### src/rtl/pcie_us_axis_rc_tag_demux_if.sv
// Stream bundle for the RC tag demux. N lanes pack each field into one
// vector, so the same type carries the single input and all outputs.
interface pcie_us_axis_rc_tag_demux_if #(
    parameter int N      = 1,
    parameter int DATA_W = 256,
    parameter int KEEP_W = 8,
    parameter int USER_W = 75
);
    logic [N*DATA_W-1:0] tdata;
    logic [N*KEEP_W-1:0] tkeep;
    logic [N-1:0]        tvalid;
    logic [N-1:0]        tready;
    logic [N-1:0]        tlast;
    logic [N*USER_W-1:0] tuser;

    modport master (
        output tdata, tkeep, tvalid, tlast, tuser,
        input  tready
    );

    modport slave (
        input  tdata, tkeep, tvalid, tlast, tuser,
        output tready
    );
endinterface

### src/rtl/pcie_us_axis_rc_tag_demux.sv
// PCIe UltraScale RC completion demux: each frame goes to the output picked
// by its tag; frames for missing or disabled outputs are dropped and counted.
module pcie_us_axis_rc_tag_demux #(
    parameter int M_COUNT                 = 4,
    parameter int AXIS_PCIE_DATA_WIDTH    = 256,
    parameter int AXIS_PCIE_KEEP_WIDTH    = AXIS_PCIE_DATA_WIDTH / 32,
    parameter int AXIS_PCIE_RC_USER_WIDTH =
        AXIS_PCIE_DATA_WIDTH < 512 ? 75 : 161,
    parameter int TAG_LSB                 = 64,
    parameter int TAG_WIDTH               = 8,
    parameter int SEL_SHIFT               = 5
) (
    input  logic                        clk,
    input  logic                        rst_n,
    pcie_us_axis_rc_tag_demux_if.slave  s_axis_rc,
    pcie_us_axis_rc_tag_demux_if.master m_axis_rc,
    input  logic                        enable,
    input  logic [M_COUNT-1:0]          out_enable,
    output logic [31:0]                 drop_count,
    output logic [TAG_WIDTH-1:0]        cur_tag
);
    localparam int DW   = AXIS_PCIE_DATA_WIDTH;
    localparam int KW   = AXIS_PCIE_KEEP_WIDTH;
    localparam int UW   = AXIS_PCIE_RC_USER_WIDTH;
    localparam int SELW = M_COUNT > 1 ? $clog2(M_COUNT) : 1;

    generate
        if (!(DW == 128 || DW == 256 || DW == 512)) begin : g_bad_dw
            $error("AXIS_PCIE_DATA_WIDTH must be 128, 256 or 512");
        end
        if (KW * 32 != DW) begin : g_bad_kw
            $error("AXIS_PCIE_KEEP_WIDTH * 32 must equal data width");
        end
        if (M_COUNT < 1 || M_COUNT > 16) begin : g_bad_m
            $error("M_COUNT must be in 1..16");
        end
        if (TAG_WIDTH < 1 || TAG_WIDTH > 10) begin : g_bad_tw
            $error("TAG_WIDTH must be in 1..10");
        end
        if (TAG_LSB < 0 || TAG_LSB + TAG_WIDTH > DW) begin : g_bad_lsb
            $error("tag field must lie inside tdata");
        end
    endgenerate

    logic                 rst_done_q;
    logic                 ready_q, ready_d;
    logic                 frame_q, frame_d;
    logic                 drop_q, drop_d;
    logic [SELW-1:0]      select_q, select_d;
    logic [31:0]          drop_cnt_q, drop_cnt_d;

    logic [M_COUNT-1:0]   out_valid_q, out_valid_d;
    logic [DW-1:0]        out_data_q, out_data_d;
    logic [KW-1:0]        out_keep_q, out_keep_d;
    logic [UW-1:0]        out_user_q, out_user_d;
    logic                 out_last_q, out_last_d;

    logic [M_COUNT-1:0]   tmp_valid_q, tmp_valid_d;
    logic [DW-1:0]        tmp_data_q, tmp_data_d;
    logic [KW-1:0]        tmp_keep_q, tmp_keep_d;
    logic [UW-1:0]        tmp_user_q, tmp_user_d;
    logic                 tmp_last_q, tmp_last_d;

    logic [TAG_WIDTH-1:0] sel_full;
    logic                 sel_hit;
    logic [SELW-1:0]      sel_now;
    logic                 drop_now;
    logic                 accept;
    logic [M_COUNT-1:0]   in_valid;
    logic                 out_drain;
    logic                 early_ready;
    logic                 to_out, to_tmp, tmp_to_out;

    assign cur_tag            = s_axis_rc.tdata[TAG_LSB +: TAG_WIDTH];
    assign sel_full           = cur_tag >> SEL_SHIFT;
    assign s_axis_rc.tready   = ready_q & enable;
    assign accept             = s_axis_rc.tvalid[0] & ready_q & enable;

    assign m_axis_rc.tvalid   = out_valid_q;
    assign m_axis_rc.tdata    = {M_COUNT{out_data_q}};
    assign m_axis_rc.tkeep    = {M_COUNT{out_keep_q}};
    assign m_axis_rc.tuser    = {M_COUNT{out_user_q}};
    assign m_axis_rc.tlast    = {M_COUNT{out_last_q}};
    assign drop_count         = drop_cnt_q;

    // Routing decision: live from the tag on a first beat, latched otherwise.
    always_comb begin
        sel_hit = 1'b0;
        for (int i = 0; i < M_COUNT; i++) begin
            if (32'(sel_full) == 32'(i)) begin
                sel_hit = out_enable[i];
            end
        end
        sel_now  = frame_q ? select_q : SELW'(sel_full);
        drop_now = frame_q ? drop_q : !sel_hit;
        in_valid = '0;
        for (int i = 0; i < M_COUNT; i++) begin
            in_valid[i] = accept && !drop_now && (sel_now == SELW'(i));
        end
    end

    always_comb begin
        frame_d    = frame_q;
        drop_d     = drop_q;
        select_d   = select_q;
        drop_cnt_d = drop_cnt_q;
        if (accept) begin
            if (!frame_q) begin
                select_d = sel_now;
                drop_d   = drop_now;
                if (drop_now && drop_cnt_q != 32'hFFFF_FFFF) begin
                    drop_cnt_d = drop_cnt_q + 32'd1;
                end
            end
            frame_d = !s_axis_rc.tlast[0];
            if (s_axis_rc.tlast[0]) begin
                drop_d = 1'b0;
            end
        end
    end

    // Shared two-entry skid; ready is registered so the temp entry absorbs
    // the beat that arrives in the cycle the selected output stalls.
    always_comb begin
        out_drain   = |(m_axis_rc.tready & out_valid_q);
        early_ready = out_drain ||
                      (!(|tmp_valid_q) && (!(|out_valid_q) || !(|in_valid)));
        ready_d     = rst_done_q && (early_ready || drop_d);

        out_valid_d = out_valid_q;
        tmp_valid_d = tmp_valid_q;
        to_out      = 1'b0;
        to_tmp      = 1'b0;
        tmp_to_out  = 1'b0;
        if (ready_q) begin
            if (out_drain || !(|out_valid_q)) begin
                out_valid_d = in_valid;
                to_out      = 1'b1;
            end else begin
                tmp_valid_d = in_valid;
                to_tmp      = 1'b1;
            end
        end else if (out_drain) begin
            out_valid_d = tmp_valid_q;
            tmp_valid_d = '0;
            tmp_to_out  = 1'b1;
        end

        out_data_d = out_data_q;
        out_keep_d = out_keep_q;
        out_user_d = out_user_q;
        out_last_d = out_last_q;
        tmp_data_d = tmp_data_q;
        tmp_keep_d = tmp_keep_q;
        tmp_user_d = tmp_user_q;
        tmp_last_d = tmp_last_q;
        if (to_out) begin
            out_data_d = s_axis_rc.tdata;
            out_keep_d = s_axis_rc.tkeep;
            out_user_d = s_axis_rc.tuser;
            out_last_d = s_axis_rc.tlast[0];
        end else if (tmp_to_out) begin
            out_data_d = tmp_data_q;
            out_keep_d = tmp_keep_q;
            out_user_d = tmp_user_q;
            out_last_d = tmp_last_q;
        end
        if (to_tmp) begin
            tmp_data_d = s_axis_rc.tdata;
            tmp_keep_d = s_axis_rc.tkeep;
            tmp_user_d = s_axis_rc.tuser;
            tmp_last_d = s_axis_rc.tlast[0];
        end
    end

    always_ff @(posedge clk or negedge rst_n) begin
        if (!rst_n) begin
            rst_done_q  <= 1'b0;
            ready_q     <= 1'b0;
            frame_q     <= 1'b0;
            drop_q      <= 1'b0;
            select_q    <= '0;
            drop_cnt_q  <= '0;
            out_valid_q <= '0;
            out_data_q  <= '0;
            out_keep_q  <= '0;
            out_user_q  <= '0;
            out_last_q  <= 1'b0;
            tmp_valid_q <= '0;
            tmp_data_q  <= '0;
            tmp_keep_q  <= '0;
            tmp_user_q  <= '0;
            tmp_last_q  <= 1'b0;
        end else begin
            rst_done_q  <= 1'b1;
            ready_q     <= ready_d;
            frame_q     <= frame_d;
            drop_q      <= drop_d;
            select_q    <= select_d;
            drop_cnt_q  <= drop_cnt_d;
            out_valid_q <= out_valid_d;
            out_data_q  <= out_data_d;
            out_keep_q  <= out_keep_d;
            out_user_q  <= out_user_d;
            out_last_q  <= out_last_d;
            tmp_valid_q <= tmp_valid_d;
            tmp_data_q  <= tmp_data_d;
            tmp_keep_q  <= tmp_keep_d;
            tmp_user_q  <= tmp_user_d;
            tmp_last_q  <= tmp_last_d;
        end
    end
endmodule

### src/flat_wrapper.sv
// flat-port wrapper written by rule: the top's interface ports become plain ports
module pcie_us_axis_rc_tag_demux_flat 
#(
    parameter int M_COUNT                 = 4,
    parameter int AXIS_PCIE_DATA_WIDTH    = 256,
    parameter int AXIS_PCIE_KEEP_WIDTH    = AXIS_PCIE_DATA_WIDTH / 32,
    parameter int AXIS_PCIE_RC_USER_WIDTH =
        AXIS_PCIE_DATA_WIDTH < 512 ? 75 : 161,
    parameter int TAG_LSB                 = 64,
    parameter int TAG_WIDTH               = 8,
    parameter int SEL_SHIFT               = 5
)
  (clk, rst_n, enable, out_enable, drop_count, cur_tag, s_axis_rc_tdata, s_axis_rc_tkeep, s_axis_rc_tvalid, s_axis_rc_tlast, s_axis_rc_tuser, s_axis_rc_tready, m_axis_rc_tdata, m_axis_rc_tkeep, m_axis_rc_tvalid, m_axis_rc_tlast, m_axis_rc_tuser, m_axis_rc_tready);
  pcie_us_axis_rc_tag_demux_if #(.N(1), .DATA_W((256)), .KEEP_W((8)), .USER_W((75))) s_axis_rc_i ();
  pcie_us_axis_rc_tag_demux_if #(.N((4)), .DATA_W((256)), .KEEP_W((8)), .USER_W((75))) m_axis_rc_i ();
  input  logic clk;
  input  logic rst_n;
  input  logic enable;
  input  logic [M_COUNT-1:0] out_enable;
  output logic [31:0] drop_count;
  output logic [TAG_WIDTH-1:0] cur_tag;
  input wire logic [$bits(s_axis_rc_i.tdata)-1:0] s_axis_rc_tdata;
  input wire logic [$bits(s_axis_rc_i.tkeep)-1:0] s_axis_rc_tkeep;
  input wire logic [$bits(s_axis_rc_i.tvalid)-1:0] s_axis_rc_tvalid;
  input wire logic [$bits(s_axis_rc_i.tlast)-1:0] s_axis_rc_tlast;
  input wire logic [$bits(s_axis_rc_i.tuser)-1:0] s_axis_rc_tuser;
  output wire logic [$bits(s_axis_rc_i.tready)-1:0] s_axis_rc_tready;
  output wire logic [$bits(m_axis_rc_i.tdata)-1:0] m_axis_rc_tdata;
  output wire logic [$bits(m_axis_rc_i.tkeep)-1:0] m_axis_rc_tkeep;
  output wire logic [$bits(m_axis_rc_i.tvalid)-1:0] m_axis_rc_tvalid;
  output wire logic [$bits(m_axis_rc_i.tlast)-1:0] m_axis_rc_tlast;
  output wire logic [$bits(m_axis_rc_i.tuser)-1:0] m_axis_rc_tuser;
  input wire logic [$bits(m_axis_rc_i.tready)-1:0] m_axis_rc_tready;
  assign s_axis_rc_i.tdata = s_axis_rc_tdata;
  assign s_axis_rc_i.tkeep = s_axis_rc_tkeep;
  assign s_axis_rc_i.tvalid = s_axis_rc_tvalid;
  assign s_axis_rc_i.tlast = s_axis_rc_tlast;
  assign s_axis_rc_i.tuser = s_axis_rc_tuser;
  assign s_axis_rc_tready = s_axis_rc_i.tready;
  assign m_axis_rc_tdata = m_axis_rc_i.tdata;
  assign m_axis_rc_tkeep = m_axis_rc_i.tkeep;
  assign m_axis_rc_tvalid = m_axis_rc_i.tvalid;
  assign m_axis_rc_tlast = m_axis_rc_i.tlast;
  assign m_axis_rc_tuser = m_axis_rc_i.tuser;
  assign m_axis_rc_i.tready = m_axis_rc_tready;
  pcie_us_axis_rc_tag_demux #(.M_COUNT(M_COUNT), .AXIS_PCIE_DATA_WIDTH(AXIS_PCIE_DATA_WIDTH), .AXIS_PCIE_KEEP_WIDTH(AXIS_PCIE_KEEP_WIDTH), .AXIS_PCIE_RC_USER_WIDTH(AXIS_PCIE_RC_USER_WIDTH), .TAG_LSB(TAG_LSB), .TAG_WIDTH(TAG_WIDTH), .SEL_SHIFT(SEL_SHIFT)) u_core (.clk(clk), .rst_n(rst_n), .s_axis_rc(s_axis_rc_i), .m_axis_rc(m_axis_rc_i), .enable(enable), .out_enable(out_enable), .drop_count(drop_count), .cur_tag(cur_tag));
endmodule
### config.mk
export PLATFORM = sky130hd
export DESIGN_NAME = pcie_us_axis_rc_tag_demux_flat
export DESIGN_NICKNAME = d
export VERILOG_FILES = /design/src/rtl/pcie_us_axis_rc_tag_demux_if.sv /design/src/rtl/pcie_us_axis_rc_tag_demux.sv /design/src/flat_wrapper.sv
export SDC_FILE = /design/constraint.sdc
export NUM_CORES = 1
export LEC_CHECK = 0
export ABC_CLOCK_PERIOD_IN_PS = 2700
export CAP_MARGIN = 20
export CELL_PAD_IN_SITES_DETAIL_PLACEMENT = 1
export CELL_PAD_IN_SITES_GLOBAL_PLACEMENT = 1
export CORE_AREA = 2 2 677 679
export CTS_CLUSTER_DIAMETER = 100
export DETAILED_ROUTE_END_ITERATION = 16
export DIE_AREA = 0 0 679 681
export PLACE_DENSITY = 0.3
export SLEW_MARGIN = 20
export SYNTH_ARGS = -nofsm -noshare
export SYNTH_HDL_FRONTEND = slang
export SYNTH_SLANG_ARGS = --single-unit
### constraint.sdc
create_clock -name clk -period 2.7 [get_ports clk]
set_input_delay 0.54 -clock clk [delete_from_list [all_inputs] [get_ports clk]]
set_output_delay 0.54 -clock clk [all_outputs]
set_load 0.01 [all_outputs]
=== Yosys cells after proc, flatten, opt, wreduce, memory -nomap -nowiden ===
Index checks and enable logic that the tools add are counted.

* Multiplexer cells: 29
* Bitwise logic cells: 5
* Add/sub/neg operators: 1
* Equality and inequality tests: 9
* Reduce and logical (&&, ||, !) cells: 30

{| class="wikitable"
|+ Operator list
! kind !! count
|-
| $mux 256 || 2
|-
| $mux 75 || 2
|-
| $add 32x1->32 const B || 1
|-
| $ne 32x32->1 const B || 1
|-
| $mux 4 || 6
|-
| $mux 1 || 16
|-
| $mux 8 || 2
|-
| $reduce_or 4->1 || 4
|-
| $logic_and 1x1->1 || 8
|-
| $logic_not 8->1 || 1
|-
| $eq 3x2->1 const B || 2
|-
| $logic_not 1->1 || 6
|-
| $reduce_and 2->1 || 3
|-
| $and 4x4->4 || 1
|-
| $eq 2x2->1 const B || 2
|-
| $logic_or 1x1->1 || 4
|-
| $ne 2x2->1 const B || 2
|-
| $reduce_bool 2->1 || 2
|-
| $and 1x1->1 || 3
|-
| $eq 3x1->1 const B || 1
|-
| $reduce_and 3->1 || 1
|-
| $eq 2x1->1 const B || 1
|-
| $logic_not 2->1 || 1
|-
| $mux 2 || 1
|-
| $not 1->1 || 1
|}

* Word-level logic and storage cells: 90
* Input port bits: 352
* Output and inout bits: 1,405
* Flip-flop bits (word level): 726

=== Logic depth before layout (Yosys ltp) ===
* Depth in word-level cells: 17
* Gate-level depth with buffers: 8
* Gate-level depth less buffers: 6

=== Worst setup path before layout ===
No wires, ideal clock.

* Path kind: reg2reg
* From: register u_core.drop_cnt_q[0], in the netlist u_core.drop_count[0]
* To: register u_core.drop_cnt_q[21], in the netlist u_core.drop_count[21]
* Clock period less this slack: 2.228 ns
* Slack: 0.472 ns
* Cell stages (with the launch flop): 8
* Setup time: 0.138 ns
* Buffers on the path: 1
* Required time: 2.562 ns
* Arrival time: 2.090 ns
* Cells stage by stage: dfrtp_1 ha_1 nand3_1 or4_1 o31ai_2 buf_4 nor4_1 xor2_1

* Word-level cells in the longest chain between the ends: 3
* Elaborated cells on any way between the ends: 4
* Those cells by class: add/sub: 1; eq/ne: 1; reduce/logical: 2

{| class="wikitable"
|+ RTL lines
! item !! RTL line !! text
|-
| from (decl) || pcie_us_axis_rc_tag_demux.sv:50 || <nowiki>logic [31:0] drop_cnt_q, drop_cnt_d;</nowiki>
|-
| from (signal assigned) || pcie_us_axis_rc_tag_demux.sv:200 || <nowiki>drop_cnt_q <= drop_cnt_d;</nowiki>
|-
| parallel branches: the longest is 3 deep, another holds $add 32x1->32 || n/a ||
|}

Several ways; the timed one is not identified.
A chain may end at the register's enable or synchronous reset.

=== Worst setup path after layout ===
* From: input port s_axis_rc_tdata[70]
* To: output port cur_tag[6]

{| class="wikitable"
|+ RTL lines
! item !! RTL line !! text
|-
| from (decl) || flat_wrapper.sv:22 || <nowiki>input wire logic [$bits(s_axis_rc_i.tdata)-1:0] s_axis_rc_tdata;</nowiki>
|-
| to (decl) || flat_wrapper.sv:21 || <nowiki>output logic [TAG_WIDTH-1:0] cur_tag;</nowiki>
|}

No word-level cell between the ends.

==> metrics.yaml <==
endpoint_kind: "output pin"
synth_common_cells: "1030 x buf_4, 726 x dfrtp_1, 558 x nand2_1"
fp.dieH_um: 681
grt_max_degree: 77
synthesis.area_mm2: 0.0383
regArea_mm2: 0.0184
r2r_cells: 6
portBuffers: 1756
crit_type: "input port to output pin"
ys_warn_count: 0
drt_iter0_drc: 1448
arrival_ns: 2.11
slew_violations: 0
dp_slack_ns: -0.983
min_path_cells: 2
dieArea_mm2: 0.462
crit_end: "cur_tag[6]"
min_period_ns: 2.65
grt_util_all_layers_pct: 11.4
via_per_inst: 2.99
synth-seq-cells: 726
worst_slew_pin_slew_ns: 0.702
cp_max_fo: 4
grt_pass1_wl_um: 354000
boundaryPins: 1757
synth.most_common_cell: "buf_4"
vdd_drop_max_mv: 0.586
start_util_pct: 8.42
worst_r2r_startpoint: "u_core.m_axis_rc.tvalid[1]$_DFFE_PN0P_"
p_clk_share_pct: 16.1
cts_sinks: 726
reg2reg_to: "u_core.tmp_data_q[140]$_DFFE_PN0P_"
clock_latency_ns: 0.86
synth_edf_count: 0
ant_nets: 0
grt_overflow: 0
finish.net_count: 5021
cts_tree: "yes"
comb_power_share_pct: 56.7
num_vias: 32306
synth_top_area_share_pct: 47.4
wirelength_um: 276000
antenna_found_initial: 155
yosysSeqAreaShare_pct: 47.4
cts_made_buffers: 109
cts_htree_levels: 3
clk_pin_slew_worst_paths_ns: 0.06
finalHoldViolCount: 0
fillers: 52401
leakage_nw: 23.8
switchingPower_w: 0.0391
max-clock-path-buffers: 4
p_seq_share_pct: 27.2
crit_start: "s_axis_rc_tdata[70]"
switching_share_pct: 42.5
reg2reg_slack_ns: 0.07
wl_per_cell_um: 25.6
holdWs_ns: 0.340
required_ns: 2.16
slew_headroom_pct: 53.2
powerDensity_mw_per_mm2: 1480
multi_input_area_mm2: 0.0116
skew_ns: 0.0707
avgSynthCellArea_um2: 10.3
synth_area_leaders: "dfrtp_1 47%, buf_4 20%, mux2_2 10%"
internal_power_w: 0.0529
power_w: 0.0920
synth.distinct_cells: 48
rows: 248
start_kind: "input port"
die_width_um: 679
grt_pass1_vias: 33640
syn_inst: 3707
cap_violations: 0
drc: 0
fp.coreArea_mm2: 0.455
setup_viol: 0
synthesis.nets: 4060
yosysTopAreaCell: "dfrtp_1"
clock.fmax_mhz: 378
synth_top_flop_cell: "dfrtp_1"
placed_cell_area_mm2: 0.0582
ys_async_sr_fraction_pct: 100
status: "finished, final reports clean"
hp-class: "input port to register"
gp_congestion: 0.758
firstDrtPassIters: 5
area_growth_pct: 62.8
post-route-util_pct: 13.7
fin_area_mm2: 0.0624
setup_ws_ns: 0.0530
post-dp-hpwl_um: 230000
period_share_pct: 98.0
drive_gt1_share_pct: 21.4
cts-root-buf: "clkbuf_16"
==> state kept, by name (all words and copies together), names as in the netlist, 2 cells and up <==
name and flops:
u_core.tmp_user_q 75, u_core.m_axis_rc.tvalid 4, u_core.out_keep_q 8, u_core.tmp_valid_q 4, u_core.tmp_keep_q 8, u_core.out_data_q 256
u_core.out_user_q 75, u_core.tmp_data_q 256, u_core.select_q 2, u_core.drop_count 32
==> cells in the final DEF (no fill, tap or decap), drive strengths merged, types with 3 or more instances in the layout <==
cell / synthesis / layout
o31a: 3 / 3
nand4: 12 / 12
nand3: 15 / 15
dfrtp: 726 / 726
a31oi: 265 / 265
buf: 1097 / 355
dlygate4sd2: 0 / 56
xor2: 12 / 12
clkinv: 0 / 23
a21o: 74 / 74
diode: 0 / 43
bufinv: 0 / 10
mux2: 342 / 342
inv: 8 / 13
nand2: 558 / 558
o21ai: 9 / 9
clkbuf: 144 / 148
and4: 3 / 3
a22oi: 4 / 4
nor3: 9 / 9
clkinvlp: 0 / 3
and2: 4 / 4
clkdlybuf4s50: 0 / 1677
o31ai: 3 / 3
o22ai: 266 / 266
nor4: 9 / 9
nor2: 11 / 11
xnor2: 19 / 19
a22o: 74 / 74
or4: 5 / 5
and3: 6 / 6
a21oi: 9 / 9
==> through the flow <==
step	TNS, ns	cells
finish	0	10789
global route	-0.000809	10749
global placement	-22.91	10537
CTS	0	10746
detailed placement	-23.67	10537
floorplan	0	3707
==> metal layers <==
| metal | vias to the layer above | wire length [um] | GRT usage (%) |
|---|---|---|---|
| met2 | 1244 | 134000 | 19.7 |
| met4 | 94 | 5070 | 1.90 |
| met5 | - | 636 | 0 |
| met3 | 351 | 24200 | 4.33 |
| met1 | 16703 | 112000 | 13.6 |
| li1 | 13914 | - | - |
==> cell families (layout without fill, tap and decap cells) <==
family                     after synthesis  after routing  synth area share [%]
DFF                                    726            726                  47.4
buffers and inverters                 1249           2288                  22.5
adders and majority gates                1              1                0.0326
and+or+nand+nor                        638            638                  6.72
AOI/OAI and AO/OA                      719            719                  12.6
other                                    1             44               0.00979
muxes                                  342            342                  10.0
xor gates and xnor gates                31             31                 0.709
==> how the worst min path moves through the flow <==
stage,startpoint,to,slack (ns)
detailed placement,u_core.rst_done_q$_DFF_PN0_,u_core.ready_q$_DFF_PN0_,0.46
global route,s_axis_rc_tdata[1],u_core.tmp_data_q[1]$_DFFE_PN0P_,0.25
CTS,s_axis_rc_tdata[36],u_core.tmp_data_q[36]$_DFFE_PN0P_,0.21
finish,s_axis_rc_tdata[1],u_core.tmp_data_q[1]$_DFFE_PN0P_,0.34
global placement,u_core.rst_done_q$_DFF_PN0_,u_core.ready_q$_DFF_PN0_,0.46
floorplan,rst_n,u_core.drop_count[0]$_DFFE_PN0P_,0.24
==> final cells by class <==
class	count	share of cell area (%)
Clock buffer	148	4.93
Tap cell	6000	12.0
Clock inverter	41	0.881
Sequential cell	726	29.4
Multi-Input combinational cell	1732	18.6
Antenna cell	43	0.173
Timing Repair Buffer	2091	33.9
Inverter	8	0.0602
==> power groups by stage <==
stage          Clock, W  Combinational [W]  Sequential, W
2_1_floorplan         0             0.0278         0.0218
3_3_place_gp          0             0.0532         0.0251
3_5_place_dp          0             0.0531         0.0256
4_1_cts          0.0156             0.0537         0.0254
5_1_grt          0.0160             0.0557         0.0259
6_report         0.0148             0.0522         0.0250
==> what timing repair did <==
item,CTS,global route
gates resized for setup,224,4
gates cloned,0,0
hold endpoints to repair,19,0
endpoints found under the setup margin,487,5
hold buffers,1,0
setup buffers,19,0
==> critical path: stages <==
cell             delay, ns
clkdlybuf4s50_1       0.67
buf_4                 0.26
clkdlybuf4s50_1       0.62
Note: power is estimated with default switching activity, not from simulation.
